File: src/rtl/mem_stage_pkg.sv
// Shared MEM-stage definitions: bus widths, field offsets, excodes, bus layouts.
// No logic; types and constants only.
// No flow control of its own; consumed by mem_stage and its sub-module.
package mem_stage_pkg;

  localparam int ES_TO_MS_BUS_WD = 125;
  localparam int MS_TO_WS_BUS_WD = 85;

  // Field offsets (LSB position) inside es_to_ms_bus
  localparam int ES_ERET_OFS     = 124;
  localparam int ES_BD_OFS       = 123;
  localparam int ES_MTC0_WE_OFS  = 122;
  localparam int ES_CP0_ADDR_OFS = 117;
  localparam int ES_EX_OFS       = 116;
  localparam int ES_EXCODE_OFS   = 111;
  localparam int ES_RES_CP0_OFS  = 110;
  localparam int ES_LWL_OFS      = 109;
  localparam int ES_LWR_OFS      = 108;
  localparam int ES_RT_OFS       = 76;
  localparam int ES_LW_OFS       = 75;
  localparam int ES_LH_OFS       = 74;
  localparam int ES_LB_OFS       = 73;
  localparam int ES_SIGN_OFS     = 72;
  localparam int ES_A10_OFS      = 70;
  localparam int ES_GR_WE_OFS    = 69;
  localparam int ES_DEST_OFS     = 64;
  localparam int ES_ALU_OFS      = 32;
  localparam int ES_PC_OFS       = 0;

  // Field offsets (LSB position) inside ms_to_ws_bus
  localparam int MS_ERET_OFS     = 84;
  localparam int MS_EX_OFS       = 76;
  localparam int MS_GR_WE_OFS    = 69;
  localparam int MS_FINAL_OFS    = 32;
  localparam int MS_PC_OFS       = 0;

  // Exception codes
  localparam logic [4:0] EXC_ADEL = 5'h04;
  localparam logic [4:0] EXC_ADES = 5'h05;
  localparam logic [4:0] EXC_OV   = 5'h0c;

  typedef struct packed {
    logic        eret;
    logic        bd;
    logic        mtc0_we;
    logic [4:0]  cp0_addr;
    logic        ex;
    logic [4:0]  excode;
    logic        res_from_cp0;
    logic        lwl;
    logic        lwr;
    logic [31:0] rt_value;
    logic        lw;
    logic        lh;
    logic        lb;
    logic        sign;
    logic [1:0]  a10;
    logic        gr_we;
    logic [4:0]  dest;
    logic [31:0] alu_result;
    logic [31:0] pc;
  } es_to_ms_t;

  typedef struct packed {
    logic        eret;
    logic        bd;
    logic        mtc0_we;
    logic [4:0]  cp0_addr;
    logic        ex;
    logic [4:0]  excode;
    logic        res_from_cp0;
    logic        gr_we;
    logic [4:0]  dest;
    logic [31:0] final_result;
    logic [31:0] pc;
  } ms_to_ws_t;

  // True when the instruction reads its result from data memory
  function automatic logic is_load(input es_to_ms_t b);
    return b.lw | b.lh | b.lb | b.lwl | b.lwr;
  endfunction

endpackage

File: src/rtl/mem_load_align.sv
// Aligns/extends SRAM read data for lw/lh/lb/lwl/lwr, merging rt for partial-word loads.
// Purely combinational, zero latency.
// No flow control; output follows inputs.
module mem_load_align (
  input  logic [31:0] rdata,
  input  logic [31:0] rt,
  input  logic [1:0]  a10,
  input  logic        lw,
  input  logic        lh,
  input  logic        lb,
  input  logic        lwl,
  input  logic        lwr,
  input  logic        sign,
  output logic [31:0] data
);

  logic [7:0]  byte_sel;
  logic [15:0] half_sel;

  // Pick the addressed byte and halfword out of the read word
  always_comb begin
    byte_sel = rdata[7:0];
    case (a10)
      2'd0: byte_sel = rdata[7:0];
      2'd1: byte_sel = rdata[15:8];
      2'd2: byte_sel = rdata[23:16];
      2'd3: byte_sel = rdata[31:24];
      default: byte_sel = rdata[7:0];
    endcase
    half_sel = a10[1] ? rdata[31:16] : rdata[15:0];
  end

  // Form the register write value; unaligned loads keep the untouched rt bytes
  always_comb begin
    data = 32'h0;
    if (lwl) begin
      case (a10)
        2'd0: data = {rdata[7:0],  rt[23:0]};
        2'd1: data = {rdata[15:0], rt[15:0]};
        2'd2: data = {rdata[23:0], rt[7:0]};
        default: data = rdata;
      endcase
    end else if (lwr) begin
      case (a10)
        2'd0: data = rdata;
        2'd1: data = {rt[31:24], rdata[31:8]};
        2'd2: data = {rt[31:16], rdata[31:16]};
        default: data = {rt[31:8], rdata[31:24]};
      endcase
    end else if (lh) begin
      data = {{16{sign & half_sel[15]}}, half_sel};
    end else if (lb) begin
      data = {{24{sign & byte_sel[7]}}, byte_sel};
    end else if (lw) begin
      data = rdata;
    end
  end

endmodule

File: src/rtl/mem_stage.sv
// MEM pipeline stage: registers the EXE payload, aligns load data, builds the WB payload.
// One register stage; the result leaves in the cycle after acceptance when WB is ready.
// Holds while WB stalls, latching the one-shot SRAM read data so it survives the stall.
module mem_stage
  import mem_stage_pkg::*;
(
  input  logic                       clk,
  input  logic                       reset,
  input  logic                       ws_allowin,
  output logic                       ms_allowin,
  input  logic                       es_to_ms_valid,
  input  logic [ES_TO_MS_BUS_WD-1:0] es_to_ms_bus,
  input  logic [9:0]                 es_to_ms_addr,
  input  logic [31:0]                data_sram_rdata,
  input  logic                       ex_from_ws,
  output logic                       ms_to_ws_valid,
  output logic [MS_TO_WS_BUS_WD-1:0] ms_to_ws_bus,
  output logic [9:0]                 ms_to_ws_addr,
  output logic                       ex_from_ms,
  output logic [31:0]                es_forward_ms,
  output logic                       ms_valid_h,
  output logic                       ms_res_from_mem_h,
  output logic                       ms_res_from_cp0_h
);

  logic        ms_valid;
  es_to_ms_t   bus_r;
  logic [9:0]  addr_r;
  logic [31:0] hold_rdata;
  logic        held;
  logic        leaving;
  logic [31:0] rdata_eff;
  logic [31:0] load_data;
  logic [31:0] final_result;
  ms_to_ws_t   ws_bus;

  // The stage never needs extra cycles, so ready_go is tied high
  assign ms_allowin     = !ms_valid || ws_allowin;
  assign ms_to_ws_valid = ms_valid;
  assign leaving        = ms_valid && ws_allowin;

  // Valid bit: flush from WB wins over new acceptance
  always_ff @(posedge clk or posedge reset) begin
    if (reset) begin
      ms_valid <= 1'b0;
    end else if (ex_from_ws) begin
      ms_valid <= 1'b0;
    end else if (ms_allowin) begin
      ms_valid <= es_to_ms_valid;
    end
  end

  // Payload registers load even during a flush; valid is cleared so the data is inert
  always_ff @(posedge clk or posedge reset) begin
    if (reset) begin
      bus_r  <= '0;
      addr_r <= '0;
    end else if (es_to_ms_valid && ms_allowin) begin
      bus_r  <= es_to_ms_bus;
      addr_r <= es_to_ms_addr;
    end
  end

  // SRAM data is only valid in the first MEM cycle; capture it when that cycle stalls
  always_ff @(posedge clk or posedge reset) begin
    if (reset) begin
      hold_rdata <= '0;
      held       <= 1'b0;
    end else if (ex_from_ws || leaving) begin
      held <= 1'b0;
    end else if (ms_valid && !held) begin
      hold_rdata <= data_sram_rdata;
      held       <= 1'b1;
    end
  end

  assign rdata_eff = held ? hold_rdata : data_sram_rdata;

  mem_load_align u_load_align (
    .rdata (rdata_eff),
    .rt    (bus_r.rt_value),
    .a10   (bus_r.a10),
    .lw    (bus_r.lw),
    .lh    (bus_r.lh),
    .lb    (bus_r.lb),
    .lwl   (bus_r.lwl),
    .lwr   (bus_r.lwr),
    .sign  (bus_r.sign),
    .data  (load_data)
  );

  // On an exception alu_result carries BadVAddr, so it overrides load data
  assign final_result = bus_r.ex         ? bus_r.alu_result :
                        is_load(bus_r)   ? load_data        :
                                           bus_r.alu_result;

  assign ws_bus.eret         = bus_r.eret;
  assign ws_bus.bd           = bus_r.bd;
  assign ws_bus.mtc0_we      = bus_r.mtc0_we;
  assign ws_bus.cp0_addr     = bus_r.cp0_addr;
  assign ws_bus.ex           = bus_r.ex;
  assign ws_bus.excode       = bus_r.excode;
  assign ws_bus.res_from_cp0 = bus_r.res_from_cp0;
  assign ws_bus.gr_we        = bus_r.gr_we && !bus_r.ex;
  assign ws_bus.dest         = bus_r.dest;
  assign ws_bus.final_result = final_result;
  assign ws_bus.pc           = bus_r.pc;

  assign ms_to_ws_bus  = ws_bus;
  assign ms_to_ws_addr = addr_r;

  // EXE uses this to squash stores and the divider behind a trapping instruction
  assign ex_from_ms = ms_valid && (bus_r.ex || bus_r.eret || bus_r.mtc0_we) && !ex_from_ws;

  assign es_forward_ms     = final_result;
  assign ms_valid_h        = ms_valid;
  assign ms_res_from_mem_h = ms_valid && is_load(bus_r);
  assign ms_res_from_cp0_h = ms_valid && bus_r.res_from_cp0;

endmodule

File: config.mk
export PLATFORM = sky130hd
export DESIGN_NAME = mem_stage
export DESIGN_NICKNAME = d
export VERILOG_FILES = /design/src/rtl/mem_stage_pkg.sv /design/src/rtl/mem_load_align.sv /design/src/rtl/mem_stage.sv
export SDC_FILE = /design/constraint.sdc
export NUM_CORES = 1
export LEC_CHECK = 0
export CORE_MARGIN = 1
export CORE_UTILIZATION = 52
export CTS_CLUSTER_DIAMETER = 100
export CTS_CLUSTER_SIZE = 14
export DETAILED_ROUTE_END_ITERATION = 6
export PLACE_DENSITY = 0.87
export SLEW_MARGIN = 20
export SYNTH_ARGS = -nofsm -noshare
export SYNTH_HDL_FRONTEND = slang
export SYNTH_SLANG_ARGS = --single-unit
File: constraint.sdc
create_clock -name clk -period 19 [get_ports clk]
set_input_delay 5.7 -clock clk [delete_from_list [all_inputs] [get_ports clk]]
set_output_delay 5.7 -clock clk [all_outputs]
set_load 0.02 [all_outputs]
==> out/metrics.yaml <==
drt:
  vias: 7640
  vias_per_cell: 5.87
  drcViolationCount: 0
  ant_nets: 0
  post_drt_wl_per_cell_um: 21.7
  dr.pass1.iters: 6
  finalWirelength_mm: 28.3
  drt-initial-drc-count: 804
finish:
  final_layout_size_suffix_gt1_share_pct: 29.0
  layout.nets: 1198
  final_cell_mix: "clkdlybuf4s50_1 (304), mux2_2 (205), dfrtp_1 (166), nand2_1 (43), mux2i_1 (37)"
  synthToLayoutAreaGrowth_pct: 31.0
  final_common_cell: "clkdlybuf4s50_1"
  final_util_pct: 70.0
synth:
  synth_mux_area_share_pct: 34.1
  synth_ff_type: "dfrtp_1"
  synth_fa_ha_area_share_pct: 0
  ys_seq_elements: 169
  synth.distinct_cells: 49
  synth_top_family_by_area: "multiplexers"
  yosysWarnings: 0
  syn_area_um2: 10100
  synth_seq_area_share_pct: 42.0
  avgSynthCellArea_um2: 12.0
  syn_inst: 835
  synth_xor_area_share_pct: 0
  synth_compound_area_share_pct: 8.68
  yosys.area_share.simple_pct: 5.42
  synthesis.nets: 1007
  async_flop_share_pct: 100
  synth_edf_count: 0
global_routing:
  grt_overflow_total: 0
  grt_pass1_wl_mm: 43.6
  grt_max_degree: 105
  grt_pass1_vias: 7619
  grt_usage_pct: 29.4
  antenna_found_initial: 6
worst_setup_path:
  critical_path.cell_chain: "clkdlybuf4s50_1 -> mux2_2 -> o22ai_1 -> o31a_1 -> and2_1 -> a31oi_1 -> clkdlybuf4s50_1"
  crit_top_cell: "clkdlybuf4s50_1"
  end_kind: "output pin"
  slowest_delay_ns: 0.59
  worstPathArrival_ns: 8.55
  cpMaxStageDelayCell: "clkdlybuf4s50_1"
  required_ns: 13.30
  cp-start-kind: "input port"
  setup.worst_path.class: "input port to output pin"
  path_max_fanout: 9
timing:
  drv_slew: 0
  max_slew_margin_pct: 35.6
  final-hold-violation-count: 0
  tightest_slew_ns: 0.966
  finalCritPeriodShare_pct: 75.0
  setup_viol: 0
  fin_hold_ws_ns: 0.503
  rsz0062_at_grt: "false"
  fmaxAchievable_ghz: 0.0702
  skew_ns: 0.00942
  timing.final.crit_period_ns: 14.25
  fin_tns_setup_ns: 0
place:
  routabilityCongestion: 0.939
  portBuffers: 304
  hpwl_mm: 20.0
floorplan:
  die_y_um: 141
  die_x_um: 141
  core_um2: 18800
  die-area_um2: 19900
  num_io_pins: 305
  rows: 50
  start_util_pct: 53.4
pwr:
  power_uw: 1260
  power_leakage_uw: 0.00513
  powerDensity_nw_per_um2: 95.8
  ir_drop_mv: 0.0696
clock_tree:
  cts_root_buffer: "clkbuf_16"
  h-tree-depth: 4
  clkLatencyLatePin_ns: 0.44
  cts_sinks: 169
  cts_made_buffers: 17
  hold_buffers: 0
  cts_tree: "built"
  cts_resized: 0
  cts_buffer_depth: 2
  cts.clk_slew.worst_paths_ns: 0.07
  cts_setup_buffers: 0
flow_run:
  cap_violations: 0
run_status:
  status: "completed"
min_path:
  hp-class: "flop to flop"
==> Yosys cell counts (2+ instances only) <==
cell type,instances,area [µm²]
a211o_1,3,26.3
a211oi_1,2,15.0
a21oi_1,21,105
a221oi_1,4,35.0
a22oi_1,7,52.6
a2bb2oi_1,2,17.5
a311oi_1,5,43.8
a31oi_1,17,106
and2_1,3,18.8
buf_2,18,90.1
buf_4,91,683
buf_6,5,56.3
clkbuf_1,27,101
dfrtp_1,169,4230
inv_1,3,11.3
mux2_2,205,2310
mux2i_1,37,370
mux4_2,33,743
nand2_1,44,165
nand2b_1,6,37.5
nor2_1,34,128
nor2b_1,4,25.0
nor3_1,2,10.0
nor3b_1,3,22.5
o211ai_1,8,60.1
o21a_1,6,45.0
o21ai_0,20,100
o22a_1,2,17.5
o22ai_1,19,119
o311ai_0,7,61.3
o32a_1,2,20.0
or2_2,9,56.3
==> flip-flops by register name, indices dropped and copies added (netlist names) <==
register        flops
ms_to_ws_bus       52
ms_to_ws_addr      10
held                1
ms_to_ws_valid      1
hold_rdata         32
bus_r              73
==> path summary, 6_finish.rpt <==
kind,slack [ns],end,depth (start not counted),start
worst max-delay path,4.75,es_forward_ms[24],7,data_sram_rdata[15]
worst min register to register,0.50,ms_to_ws_addr[9]$_DFFE_PP0P_,1,ms_to_ws_addr[9]$_DFFE_PP0P_
max in group asynchronous,11.69,hold_rdata[16]$_DFFE_PP0P_,3,reset
worst min-delay path,0.50,ms_to_ws_addr[9]$_DFFE_PP0P_,1,ms_to_ws_addr[9]$_DFFE_PP0P_
min in group asynchronous,5.82,ms_to_ws_bus[7]$_DFFE_PP0P_,2,reset
worst max register to register,16.14,bus_r[85]$_DFFE_PP0P_,4,ms_to_ws_valid$_DFFE_PP0P_
==> critical path: cells and delay by family <==
kind	cells	cell delay, ns
AOI/OAI and AO/OA	3	1.05
and+or+nand+nor	1	0.42
muxes	1	0.31
buffers and inverters	2	1.07
==> stage by stage <==
step / instances / setup slack [ns] / instance area [µm²]
2_1_floorplan: 835 / 6.06 / 10100
3_3_place_gp: 1266 / 4.83 / 12600
3_5_place_dp: 1266 / 4.76 / 12600
4_1_cts: 1298 / 4.69 / 13200
5_1_grt: 1300 / 4.69 / 13200
6_report: 1302 / 4.75 / 13200
==> cells by family (layout without fill, tap and decap cells) <==
| kind of cell | after synthesis | after routing |
|---|---|---|
| mux | 276 | 276 |
| flops | 169 | 169 |
| buf+inv | 146 | 350 |
| compound gates | 130 | 130 |
| simple gates | 114 | 114 |
| other cells | 0 | 3 |
==> metal layers <==
metal	vias up	GRT usage (%)	wire length (µm)	share of wire, %
li1	3382	-	-	-
met1	3776	39.0	11300	40
met2	410	45.0	13500	48
met3	68	8.93	2780	9.8
met4	4	11.8	758	2.7
met5	-	0	23	0.081
==> area by class of cell <==
| cell class | count | area [µm²] |
|---|---|---|
| Timing Repair Buffer | 315 | 3130 |
| Antenna cell | 3 | 7.51 |
| Multi-Input combinational cell | 520 | 4870 |
| Clock buffer | 18 | 439 |
| Tap cell | 260 | 325 |
| Clock inverter | 14 | 149 |
| Fill cell | 1353 | 5650 |
| Inverter | 3 | 16.3 |
| Sequential cell | 169 | 4240 |
==> power by group <==
| group | total [µW] | internal (µW) | switching [µW] |
|---|---|---|---|
| Combinational | 455 | 234 | 221 |
| Sequential | 460 | 413 | 46.9 |
| Clock | 347 | 180 | 168 |
(Power assumes the default switching activity.)
